===== config.mk =====
export PLATFORM = sky130hd
export DESIGN_NAME = quadrature_decoder
export DESIGN_NICKNAME = d
export VERILOG_FILES = /design/src/rtl/quadrature_decoder.sv
export SDC_FILE = /design/constraint.sdc
export NUM_CORES = 1
export LEC_CHECK = 0
export CAP_MARGIN = 40
export CORE_MARGIN = 2
export CORE_UTILIZATION = 45
export CTS_BUF_LIST = sky130_fd_sc_hd__clkbuf_2
export DETAILED_ROUTE_END_ITERATION = 8
export PLACE_DENSITY = 0.69
export SLEW_MARGIN = 20
export SYNTH_ARGS = -nofsm -noshare
export SYNTH_HDL_FRONTEND = slang
export SYNTH_SLANG_ARGS = --single-unit

===== constraint.sdc =====
create_clock -name clk -period 1.8 [get_ports clk]
set_input_delay 0.36 -clock clk [delete_from_list [all_inputs] [get_ports clk]]
set_output_delay 0.36 -clock clk [all_outputs]
set_load 0.02 [all_outputs]

===== src/rtl/quadrature_decoder.sv =====
// Quadrature decoder: synchronizes the A/B channels, optionally debounces them,
// and turns each accepted phase change into a single up or down pulse.
// A double step (two Gray positions at once) raises the sticky err flag instead.
// Optional feature macro: QDEC_FILTER_EN. It enables a per-channel stability
// filter of FILTER_LEN cycles. When the macro is undefined, FILTER_LEN is ignored.
module quadrature_decoder #(
    parameter int unsigned FILTER_LEN  = 4,
    parameter int unsigned SYNC_STAGES = 2
) (
    input  logic clk,
    input  logic reset,
    input  logic enable,
    input  logic a_in,
    input  logic b_in,
    input  logic err_clr,
    output logic up,
    output logic down,
    output logic dir,
    output logic err
);

    localparam int unsigned FILL_W = 3;
    localparam int unsigned CNT_W  = 8;

    // Elaboration-time parameter range checks
    if (SYNC_STAGES < 2 || SYNC_STAGES > 4) begin : g_bad_sync
        $error("quadrature_decoder: SYNC_STAGES must be 2..4");
    end
    if (FILTER_LEN < 1 || FILTER_LEN > 255) begin : g_bad_filter
        $error("quadrature_decoder: FILTER_LEN must be 1..255");
    end

    logic [SYNC_STAGES-1:0] a_sync_q;
    logic [SYNC_STAGES-1:0] b_sync_q;
    logic                   a_s;
    logic                   b_s;
    logic [FILL_W-1:0]      fill_q;
    logic                   sync_full;
    logic [1:0]             phase;
    logic                   phase_vld;

    // Per-channel synchronizer chains
    always_ff @(posedge clk or posedge reset) begin
        if (reset) begin
            a_sync_q <= '0;
            b_sync_q <= '0;
        end else begin
            a_sync_q <= {a_sync_q[SYNC_STAGES-2:0], a_in};
            b_sync_q <= {b_sync_q[SYNC_STAGES-2:0], b_in};
        end
    end

    assign a_s = a_sync_q[SYNC_STAGES-1];
    assign b_s = b_sync_q[SYNC_STAGES-1];

    // Counts reset-cleared stages out of the chain so the first real pin level is recognised
    always_ff @(posedge clk or posedge reset) begin
        if (reset) begin
            fill_q <= '0;
        end else if (!sync_full) begin
            fill_q <= fill_q + FILL_W'(1);
        end
    end

    assign sync_full = (fill_q == FILL_W'(SYNC_STAGES));

`ifdef QDEC_FILTER_EN
    logic [1:0]            lvl_s;
    logic [1:0]            cand_q,    cand_d;
    logic [1:0]            acc_q,     acc_d;
    logic [1:0]            acc_vld_q, acc_vld_d;
    logic [1:0][CNT_W-1:0] cnt_q,     cnt_d;

    assign lvl_s = {a_s, b_s};

    // Stability filter: a channel level is accepted after FILTER_LEN identical samples
    always_comb begin
        cand_d    = cand_q;
        acc_d     = acc_q;
        acc_vld_d = acc_vld_q;
        cnt_d     = cnt_q;
        if (sync_full) begin
            for (int ch = 0; ch < 2; ch++) begin
                if (lvl_s[ch] != cand_q[ch]) begin
                    cand_d[ch] = lvl_s[ch];
                    cnt_d[ch]  = CNT_W'(1);
                end else if (cnt_q[ch] != CNT_W'(FILTER_LEN)) begin
                    cnt_d[ch] = cnt_q[ch] + CNT_W'(1);
                end
                if (cnt_d[ch] == CNT_W'(FILTER_LEN)) begin
                    acc_d[ch]     = lvl_s[ch];
                    acc_vld_d[ch] = 1'b1;
                end
            end
        end
    end

    // Filter state registers
    always_ff @(posedge clk or posedge reset) begin
        if (reset) begin
            cand_q    <= '0;
            acc_q     <= '0;
            acc_vld_q <= '0;
            cnt_q     <= '0;
        end else begin
            cand_q    <= cand_d;
            acc_q     <= acc_d;
            acc_vld_q <= acc_vld_d;
            cnt_q     <= cnt_d;
        end
    end

    assign phase     = acc_q;
    assign phase_vld = &acc_vld_q;
`else
    assign phase     = {a_s, b_s};
    assign phase_vld = sync_full;
`endif

    logic [1:0] prev_q, prev_d;
    logic       prev_vld_q, prev_vld_d;
    logic       up_q, up_d;
    logic       down_q, down_d;
    logic       dir_q, dir_d;
    logic       err_q, err_d;
    logic [1:0] prev_idx;
    logic [1:0] new_idx;
    logic [1:0] delta;

    // Gray phase to position: 00->0, 01->1, 11->2, 10->3
    assign prev_idx = {prev_q[1], prev_q[1] ^ prev_q[0]};
    assign new_idx  = {phase[1], phase[1] ^ phase[0]};
    assign delta    = new_idx - prev_idx;

    // Step classification against the previous accepted phase
    always_comb begin
        prev_d     = prev_q;
        prev_vld_d = prev_vld_q;
        up_d       = 1'b0;
        down_d     = 1'b0;
        dir_d      = dir_q;
        err_d      = err_q;
        if (err_clr) begin
            err_d = 1'b0;
        end
        if (phase_vld) begin
            if (!prev_vld_q) begin
                prev_d     = phase;
                prev_vld_d = 1'b1;
            end else if (phase != prev_q) begin
                prev_d = phase;
                if (enable) begin
                    unique case (delta)
                        2'd1: begin
                            up_d  = 1'b1;
                            dir_d = 1'b1;
                        end
                        2'd3: begin
                            down_d = 1'b1;
                            dir_d  = 1'b0;
                        end
                        2'd2:    err_d = 1'b1;
                        default: ;
                    endcase
                end
            end
        end
    end

    // Decoder state and output registers
    always_ff @(posedge clk or posedge reset) begin
        if (reset) begin
            prev_q     <= '0;
            prev_vld_q <= 1'b0;
            up_q       <= 1'b0;
            down_q     <= 1'b0;
            dir_q      <= 1'b1;
            err_q      <= 1'b0;
        end else begin
            prev_q     <= prev_d;
            prev_vld_q <= prev_vld_d;
            up_q       <= up_d;
            down_q     <= down_d;
            dir_q      <= dir_d;
            err_q      <= err_d;
        end
    end

    assign up   = up_q;
    assign down = down_q;
    assign dir  = dir_q;
    assign err  = err_q;

endmodule


==> results.md, run 1 <==
- Setup violators final: 0
- Setup crit end: err
- Initial DRT Pass Iterations: 4
- VDD IR max: 476.6 µV
- Post-synthesis register bit count: 14
- Core Area: 0.001269 mm²
- Crit. Startpoint: err$_DFF_PP0_
- Bufs on Longest Clock Path: 2
- Critical-path top delay cell: clkdlybuf4s50_1
- TritonCTS Buffers: 3
- Leak pwr: 0.3192 nW
- Via density per instance: 4.973
- Pin count of the biggest net entering global routing: 15
- Synthesized cell area: 596.8 µm²
- DR vias: 373
- Clk Latency, worst-skew pair: 270 ps
- Top delay family on crit path: buffers and inverters
- Levels on crit path: 1
- Vias in the first global route: 329
- Final nets: 70
- Crit start category: flop
- Crit-path cells: clkdlybuf4s50_1
- Tmin final: 1608 ps
- Area grow syn2layout: 20.96%
- Critical Path RT: 1440 ps
- Avg Cell Area, Syn: 12.43 µm²
- Sequential area share after synthesis: 58.91%
- Status: completed
- Initial antenna violation count: 0
- Tot Pwr: 0.0006266 W
- Post-route cell area: 721.9 µm²
- PwrDens: 868.0 mW/mm²
- Final Hold Vio Count: 0
- Max cap viols: 0
- FMAX: 622.0 MHz
- RSZ-0062 raised after global routing: false
- Syn Inst Count: 48
- Routability cong.: 0.6733
- Drt initial violations: 11
- Slowest stage delay, CP: 600 ps
- Logic pwr share: 19.9%
- Placed cell area: 700.7 µm²
- Synth cell types: 20
- Reg2reg end: dir$_DFFE_PP1P_
- Switch share: 27.49%
- CTS tree: built
- Final core utilization: 56.90%
- Mapped Nets: 57
- Ant. Diodes: 0
- Flop pwr share: 57.0%
- Post-synth top area share: 54.51%
- Internal: 0.0004544 W
- Port bufs: 9
- Row cnt: 13
- I/O Pins: 10
- Worst flop-to-flop path startpoint: prev_q[1]$_DFFE_PP0P_
- Final worst-path cycle share: 89.32%
- Placed Instances: 71
- Switching power: 0.0001722 W
- Critical path fanouts, max: 2
- Main area contributors after synthesis: dfrtp_1 55%, ha_1 6.3%, xnor2_1 5.9%, dfstp_2 4.4%, mux2_2 3.8%
- GRT Total Usage: 13.31%
- Antenna-violating nets left: 0
- Final std cells w/o fill: 75
- First-pass GRT wire length: 1.373 mm
- # H-tree levels: 1
- Total Wirelength: 861 µm
- R2R cell count: 4
- Share of cells above drive strength 1: 11.67%
- CP Class: reg -> out
- Hold Crit Class: reg -> reg
- GR Overflow Total: 0
- Starting Density: 47.04%
- Clock sinks: 14
- Critical path arrival: 1250 ps
- Clock power frac: 23.1%
- CTS Root Cell: clkbuf_2
- Chip height: 40.42 µm
- Hold depth: 0
- DRC viols: 0
- Yosys warns: 0
- Setup crit end kind: primary output
- Slew headroom: 65.40%
- Worst Tran Pin Value: 518.5 ps
- Buf/Inv on CP: 1
- Cts hold-fix bufs: 0
- Reg clk slew, reported paths: 140 ps
- Setup_tns: 0 ps
- Synth area leader: dfrtp_1
- Reg2reg setup slack: 230 ps
- Postcts setup bufs: 0
- DP HPWL: 645.3 µm
- Final Skew: 9.427 ps
- Fin. max-slew vios: 0
- Routed WL per cell: 11.48 µm
- Die W: 40.42 µm
- Die Area: 0.001634 mm²
-- what timing repair did --
action,CTS,global route
hold endpoints to repair,0,0
setup endpoints to repair,0,1
resized for setup,0,1
-- power by group through the flow --
stage / clock [W] / combinational [W] / sequential [W]
3_5_place_dp: 0 / 0.000128 / 0.000366
6_report: 0.000145 / 0.000124 / 0.000357
5_1_grt: 0.000165 / 0.000137 / 0.000362
4_1_cts: 0.000152 / 0.000128 / 0.000359
3_3_place_gp: 0 / 0.000127 / 0.000362
2_1_floorplan: 0 / 0.0000523 / 0.000384
-- stage by stage --
step | hold WS (ps) | worst slack (ps)
5_1_grt | 377.3 | 100.5
3_3_place_gp | 335.0 | 269.5
4_1_cts | 373.2 | 9.821
2_1_floorplan | 248.5 | 351.7
6_report | 369.5 | 192.3
3_5_place_dp | 343.4 | 237.1
-- flip-flops by register name, summed over array words and instances, names as in the netlist --
signal,count
up,1
b_sync_q,2
prev_q,2
err,1
a_sync_q,2
down,1
prev_vld_q,1
dir,1
fill_q,3
-- cells by family (layout without fill, tap and decap cells) --
group,count (synthesis),in the layout,share of synthesized area (%)
muxes,3,3,5.451
adders and majority gates,3,3,6.290
AOI/OAI and AO/OA,7,7,8.386
and+or+nand+nor,10,10,8.807
xor gates and xnor gates,6,6,8.805
buffers and inverters,5,17,3.353
DFF,14,14,58.91
-- cells in the mapped netlist (all sizes together) --
| master | count |
|---|---|
| mux2 | 2 |
| mux2i | 1 |
| nand2b | 3 |
| dfrtp | 13 |
| o32ai | 1 |
| inv | 4 |
| dfstp | 1 |
| nor2 | 2 |
| o22ai | 1 |
| nand2 | 1 |
| or2 | 1 |
| nand3 | 2 |
| a21oi | 3 |
| ha | 3 |
| buf | 1 |
| a2111o | 1 |
| xor2 | 2 |
| a2111oi | 1 |
| xnor2 | 4 |
| or3 | 1 |
-- routing by layer --
| metal | GRT usage, % | up-vias | wire length [µm] | part of all wire (%) |
|---|---|---|---|---|
| li1 | - | 185 | - | - |
| met3 | 5.000 | 2 | 36 | 4.2 |
| met4 | 7.500 | 0 | 10 | 1.2 |
| met1 | 15.28 | 178 | 392 | 46 |
| met2 | 21.03 | 8 | 421 | 49 |
| met5 | 0 | - | 0 | 0 |
-- worst min path at each step --
stage / start / endpoint / slack, ps
floorplan: reset / a_sync_q[0]$_DFF_PP0_ / 250
global placement: a_sync_q[0]$_DFF_PP0_ / a_sync_q[1]$_DFF_PP0_ / 340
detailed placement: b_sync_q[0]$_DFF_PP0_ / b_sync_q[1]$_DFF_PP0_ / 340
CTS: b_sync_q[0]$_DFF_PP0_ / b_sync_q[1]$_DFF_PP0_ / 370
global route: b_sync_q[0]$_DFF_PP0_ / b_sync_q[1]$_DFF_PP0_ / 380
finish: b_sync_q[0]$_DFF_PP0_ / b_sync_q[1]$_DFF_PP0_ / 370
-- placed cells by master (no fill, tap or decap) --
cell type	synthesis	routed
a2111oi_0	1	1
clkdlybuf4s50_1	0	8
inv_1	4	4
nor2_1	2	2
or2_2	1	1
xor2_1	2	2
nand2_1	1	1
mux2_2	2	2
dfrtp_1	13	13
dfstp_2	1	1
dlymetal6s2s_1	0	1
clkbuf_2	0	3
nand3_1	2	2
ha_1	3	3
o22ai_1	1	1
clkinv_1	0	1
a2111o_1	1	1
xnor2_1	4	4
nand2b_1	3	3
mux2i_1	1	1
o32ai_1	1	1
a21oi_1	3	3
or3_1	1	1
-- cell type report --
type	instances	area (µm²)
inverters	4	15.01
flip-flops and latches	14	351.6
clock inverters	1	3.754
repair buffers	9	92.59
fillers	107	546.8
clock buffers	3	15.01
multi-input cells	29	225.2
well taps	15	18.77
Note: power is estimated with default switching activity, not from simulation.
==> run 2: changes to the inputs <==
Settings changed: GPL_TIMING_DRIVEN set to 0.
==> results.md, run 2 (synthesis results as in run 1) <==
- Status: completed
- CP Class: reg -> out
- PwrDens: 864.4 mW/mm² (-0.41%)
- VDD IR max: 322.5 µV (-32%)
- Share of cells above drive strength 1: 13.11% (+1.4 points)
- Levels on crit path: 1 (unchanged)
- Flop pwr share: 56.9% (about the same)
- Setup crit end kind: primary output
- Internal: 0.0004544 W (about the same)
- Cts hold-fix bufs: 0 (unchanged)
- Drt initial violations: 0 (-11)
- Row cnt: 13 (unchanged)
- Initial DRT Pass Iterations: 1 (-3)
- Initial antenna violation count: 0 (unchanged)
- Setup_tns: 0 ps (unchanged)
- Die W: 40.42 µm (unchanged)
- Met3 Use GR: 5.000% (unchanged)
- Leak pwr: 0.3248 nW (+1.8%)
- Max cap viols: 0 (unchanged)
- Port bufs: 9 (unchanged)
- Fin. max-slew vios: 0 (unchanged)
- Final std cells w/o fill: 76 (+1.3%)
- Starting Density: 47.04% (unchanged)
- Setup violators final: 0 (unchanged)
- Worst Tran Pin Value: 510.0 ps (-8.491 ps)
- Number of fill cells in the layout: 119 (+11%)
- Reg2reg setup slack: 240 ps (about the same)
- Logic pwr share: 19.7% (-0.2 points)
- Critical-path top delay cell: clkdlybuf4s50_1
- RSZ-0062 raised after global routing: false
- Pin count of the biggest net entering global routing: 15 (unchanged)
- CTS Root Cell: clkbuf_2
- Final Skew: 2.360 ps (-7.068 ps)
- Slowest stage delay, CP: 600 ps (about the same)
- Commonest cells after routing, fill and taps aside: 13 x dfrtp_1, 8 x clkdlybuf4s50_1, 4 x inv_1, 4 x xnor2_1
- Clk Latency, worst-skew pair: 270 ps (about the same)
- Antenna-violating nets left: 0 (unchanged)
- Clock power frac: 23.4% (+0.3 points)
- Placed Instances: 72 (+1.4%)
- R2R cell count: 4 (unchanged)
- Top delay family on crit path: buffers and inverters
- Global-route met2 utilization: 21.83% (+0.79 points)
- Critical path arrival: 1250 ps (about the same)
- GR Overflow Total: 0 (unchanged)
- Total Wirelength: 851 µm (-1.2%)
- Via density per instance: 5.026 (+1.1%)
- Hold Crit Class: reg -> reg
- Critical path fanouts, max: 2 (unchanged)
- Largest Register: fill_q
- Hold depth: 0 (unchanged)
- Area of the multi-input gates: 225.2 µm² (unchanged)
- Setup WS post-layout: 185.9 ps (-6.395 ps)
- Final Hold Vio Count: 0 (unchanged)
- Hold slack: 366.1 ps (-3.402 ps)
- I/O Pins: 10 (unchanged)
- Chip height: 40.42 µm (unchanged)
- Bufs on Longest Clock Path: 2 (unchanged)
- Final nets: 71 (+1.4%)
- Vias in the first global route: 357 (+8.5%)
- Switch share: 27.69% (+0.20 points)
- Gr busiest metal: met2
- Slew headroom: 65.96% (+0.57 points)
- Area grow syn2layout: 21.80%
- Critical Path RT: 1440 ps (about the same)
- Crit-path cells: clkdlybuf4s50_1
- DR vias: 382 (+2.4%)
- Sequential cell area: 351.6 µm² (unchanged)
- Max reg flops: 3 (unchanged)
- TritonCTS Buffers: 3 (unchanged)
- Tmin final: 1614 ps (+6.395 ps)
- Met1 Track Usage GR: 15.49% (+0.22 points)
- Buf/Inv on CP: 1 (unchanged)
- Crit start category: flop
- Core Area: 0.001269 mm² (unchanged)
- GRT Total Usage: 13.95% (+0.64 points)
- # H-tree levels: 1 (unchanged)
- DRC viols: 0 (unchanged)
- Routed WL per cell: 11.20 µm (-2.5%)
- Switching power: 0.0001740 W (+1.0%)
- Routability cong.: 0.6562 (-2.5%)
- Reg clk slew, reported paths: 130 ps (about the same)
- Ant. Diodes: 0 (unchanged)
- First-pass GRT wire length: 1.407 mm (+2.5%)
- Most common cell after layout, fill and taps aside: dfrtp_1
- DP Worst Slack: 241.5 ps (+4.378 ps)
- Clock sinks: 14 (unchanged)
- Final worst-path cycle share: 89.67% (+0.36 points)
- CTS tree: built
- DP HPWL: 619.3 µm (-4.0%)
- FMAX: 619.5 MHz (-0.40%)
- Die Area: 0.001634 mm² (unchanged)
==> run 2: cell types whose count changed in the layout (fill, tap and decap cells not counted), sizes merged <==
| cell | change |
|---|---|
| buf | +1 |
==> run 2: final timing paths <==
| kind | startpoint | to |
|---|---|---|
| setup / recovery | err$_DFF_PP0_ | err |
| hold / removal | b_sync_q[0]$_DFF_PP0_ | b_sync_q[1]$_DFF_PP0_ |
| setup reg to reg | prev_q[0]$_DFFE_PP0P_ | dir$_DFFE_PP1P_ |
| hold reg to reg | b_sync_q[0]$_DFF_PP0_ | b_sync_q[1]$_DFF_PP0_ |
| max in group asynchronous | reset | dir$_DFFE_PP1P_ |
| min in group asynchronous | reset | b_sync_q[0]$_DFF_PP0_ |
==> run 2: timing repair <==
action / 4_1_cts / 5_1_grt
buffers inserted: 0 / 0
endpoints found under the hold margin: 0 / 0
resized for setup: 0 / 1
endpoints found under the setup margin: 0 / 1
==> run 2: cell type report <==
| class | count | area share [%] |
|---|---|---|
| Inverter | 4 | 2.065 |
| Clock buffer | 3 | 2.065 |
| Multi-Input combinational cell | 29 | 30.98 |
| Timing Repair Buffer | 9 | 12.74 |
| Tap cell | 15 | 2.582 |
| Clock inverter | 1 | 0.5164 |
| Sequential cell | 14 | 48.36 |
| Buffer | 1 | 0.6885 |
==> run 2: power groups by stage <==
stage                     logic [W]  clock network, W  registers, W
after CTS                  0.000127          0.000154      0.000359
after global placement     0.000126                 0      0.000362
final                      0.000124          0.000147      0.000357
after global routing       0.000138          0.000169      0.000361
after detailed placement   0.000127                 0      0.000365
after floorplan           0.0000523                 0      0.000384
==> run 2: metrics by stage <==
step	util, %	cell area (µm²)	power (W)
final	57.30	726.9	0.0006284
after global routing	57.30	726.9	0.0006681
after CTS	57.10	724.4	0.0006404
after detailed placement	55.62	705.7	0.0004915
after global placement	55.62	705.7	0.0004887
after floorplan	-	596.8	0.0004363
==> run 2: per-layer routing <==
metal  wire length, µm  vias to the layer above
li1                  -                      188
met1               387                      180
met2               412                       10
met3                36                        4
met4                14                        0
met5                 0                        -
==> RTL change (config.mk and constraints of run 2) <==
Build with the macro `QDEC_FILTER_EN` defined.
--- a/src/rtl/quadrature_decoder.sv
+++ b/src/rtl/quadrature_decoder.sv
@@ -3,6 +3,8 @@
 // A double step (two Gray positions at once) raises the sticky err flag instead.
 // Optional feature macro: QDEC_FILTER_EN. It enables a per-channel stability
 // filter of FILTER_LEN cycles. When the macro is undefined, FILTER_LEN is ignored.
+`define QDEC_FILTER_EN
+
 module quadrature_decoder #(
     parameter int unsigned FILTER_LEN  = 4,
     parameter int unsigned SYNC_STAGES = 2
Behaviour: not the same (a bounded check fails within 10 cycles, from zero or initial values and one cycle with reset high).
==> RTL change against run 2 <==
  * The run now ends with setup timing left
  * Sequential cell count increased by 22
  * Critical endpoint is now acc_q[1]
  * Cell count increased to 3.6 times the old value
  * Routed wire length increased to 4.6 times the old value
  * Cell area increased to 3.2 times the old value
  * Setup slack got worse by 0.55 ns
  * Area after synthesis increased to 3.3 times the old value
  * Total power increased to 4.3 times the old value
  * Largest cell class is now multi-input gates
  * First-iteration DRC count increased by 145
  * Critical path type is now reg2reg
==> RTL change: results (changes against run 2) <==
Setup TNS=-2.56 ns (-2.56 ns); Unique masters post-synth=46 (+130%); worst slew pin tran=0.670 ns (+0.160 ns); First DRT Iteration DRCs=145 (+145); Top Family by Delay on Critical Path=simple AND/OR/NAND/NOR gates; Clock transition at path regs=0.20 ns (+0.07 ns); failing checks=setup timing; H-tree depth=2 (+1); Clk Latency, worst-skew pair=0.40 ns (+0.13 ns); Max IR drop VDD=0.486 mV (+51%); Final setup viols=10 (+10); status=complete, but fails checks; 1st-pass router iterations=4 (+3); Synth top cells by count=dfrtp_1, nand2_1, a21oi_1, o21ai_0, nor2_1; synth top area cells=dfrtp_1, nand2_1, ha_1; Placer Congestion=0.853 (+30%); Worst Clk Skew=0.0231 ns (+0.0207 ns); final layout net count=238 (+240%); Worst Hold Class=in2async; sequential share of the synthesized area=46.3% (-13 points); WL met1=1.83 mm (+370%); Post-CTS Setup Bufs=5 (+5); layout cells sized above 1=22.1% (+9.0 points); Final WS setup=-0.363 ns (-0.549 ns); metal3 WL=192 microns (+430%); Arr. time, crit path=2.48 ns (+1.23 ns); Post-CTS Resized=10 (+10); Critical Path Fanout Max=4 (+2); final wirelength=3.91 mm (+360%); first-pass GRT wire length=6.80 mm (+380%); vias in the first global route=1463 (+310%); Post-Synthesis Cells=201 (+320%); GRT Resource Usage Total=17.3% (+3.4 points); Post-Syn Nets=214 (+280%); Setup WS pre-CTS=-0.428 ns (-0.670 ns); Worst R2R Path Depth=5 (+1); Pleak=0.00101 uW (+210%); routed wl met2=1.84 mm (+350%); Cells after DPL=260 (+260%)
==> RTL change: cell count changes after synthesis, moves of 8 or more <==
cell | run 2 | this run
nand2_1 | 1 | 26
o21ai_0 | 0 | 14
nand3_1 | 2 | 10
nor2_1 | 2 | 12
a21oi_1 | 3 | 14
dfrtp_1 | 13 | 35
==> RTL change: area by class of cell <==
cell class	instances	area [sq um]
buffer	7	45.0
clock buffer	6	30.0
clock inverter	2	35.0
fill	369	1790
inverter	9	33.8
multi-input combinational	148	1010
sequential	36	906
tap	50	62.6
timing repair buffer	18	171
==> RTL change: path summary, 6_finish.rpt <==
path / end / from / slack, ns
setup / recovery: acc_q[1] / cnt_q[12] / -0.36
hold / removal: dir / reset / 0.29
setup reg to reg: acc_q[1] / cnt_q[12] / -0.36
hold reg to reg: b_sync_q[1] / b_sync_q[0] / 0.37
max in group asynchronous: fill_q[0] / reset / 1.30
min in group clk: b_sync_q[1] / b_sync_q[0] / 0.37
==> RTL change: cell families after synthesis <==
| family | count (synthesis) | share of synthesized area [%] |
|---|---|---|
| adders and majority gates | 7 | 4.50 |
| AOI/OAI and AO/OA | 47 | 15.6 |
| xor gates and xnor gates | 9 | 4.05 |
| buffers and inverters | 17 | 3.79 |
| DFF | 36 | 46.3 |
| and+or+nand+nor | 78 | 21.7 |
| muxes | 7 | 4.11 |
==> RTL change: per-layer routing <==
metal | track usage, % | vias up
li1 | - | 764
met1 | 24.1 | 748
met2 | 26.2 | 32
met3 | 4.94 | 6
met4 | 5.13 | 0
met5 | 0 | -
==> RTL change: where the power goes <==
part | total [uW] | internal (uW) | switching (uW)
clock network | 522 | 239 | 283
registers | 1090 | 962 | 132
logic | 1060 | 543 | 520
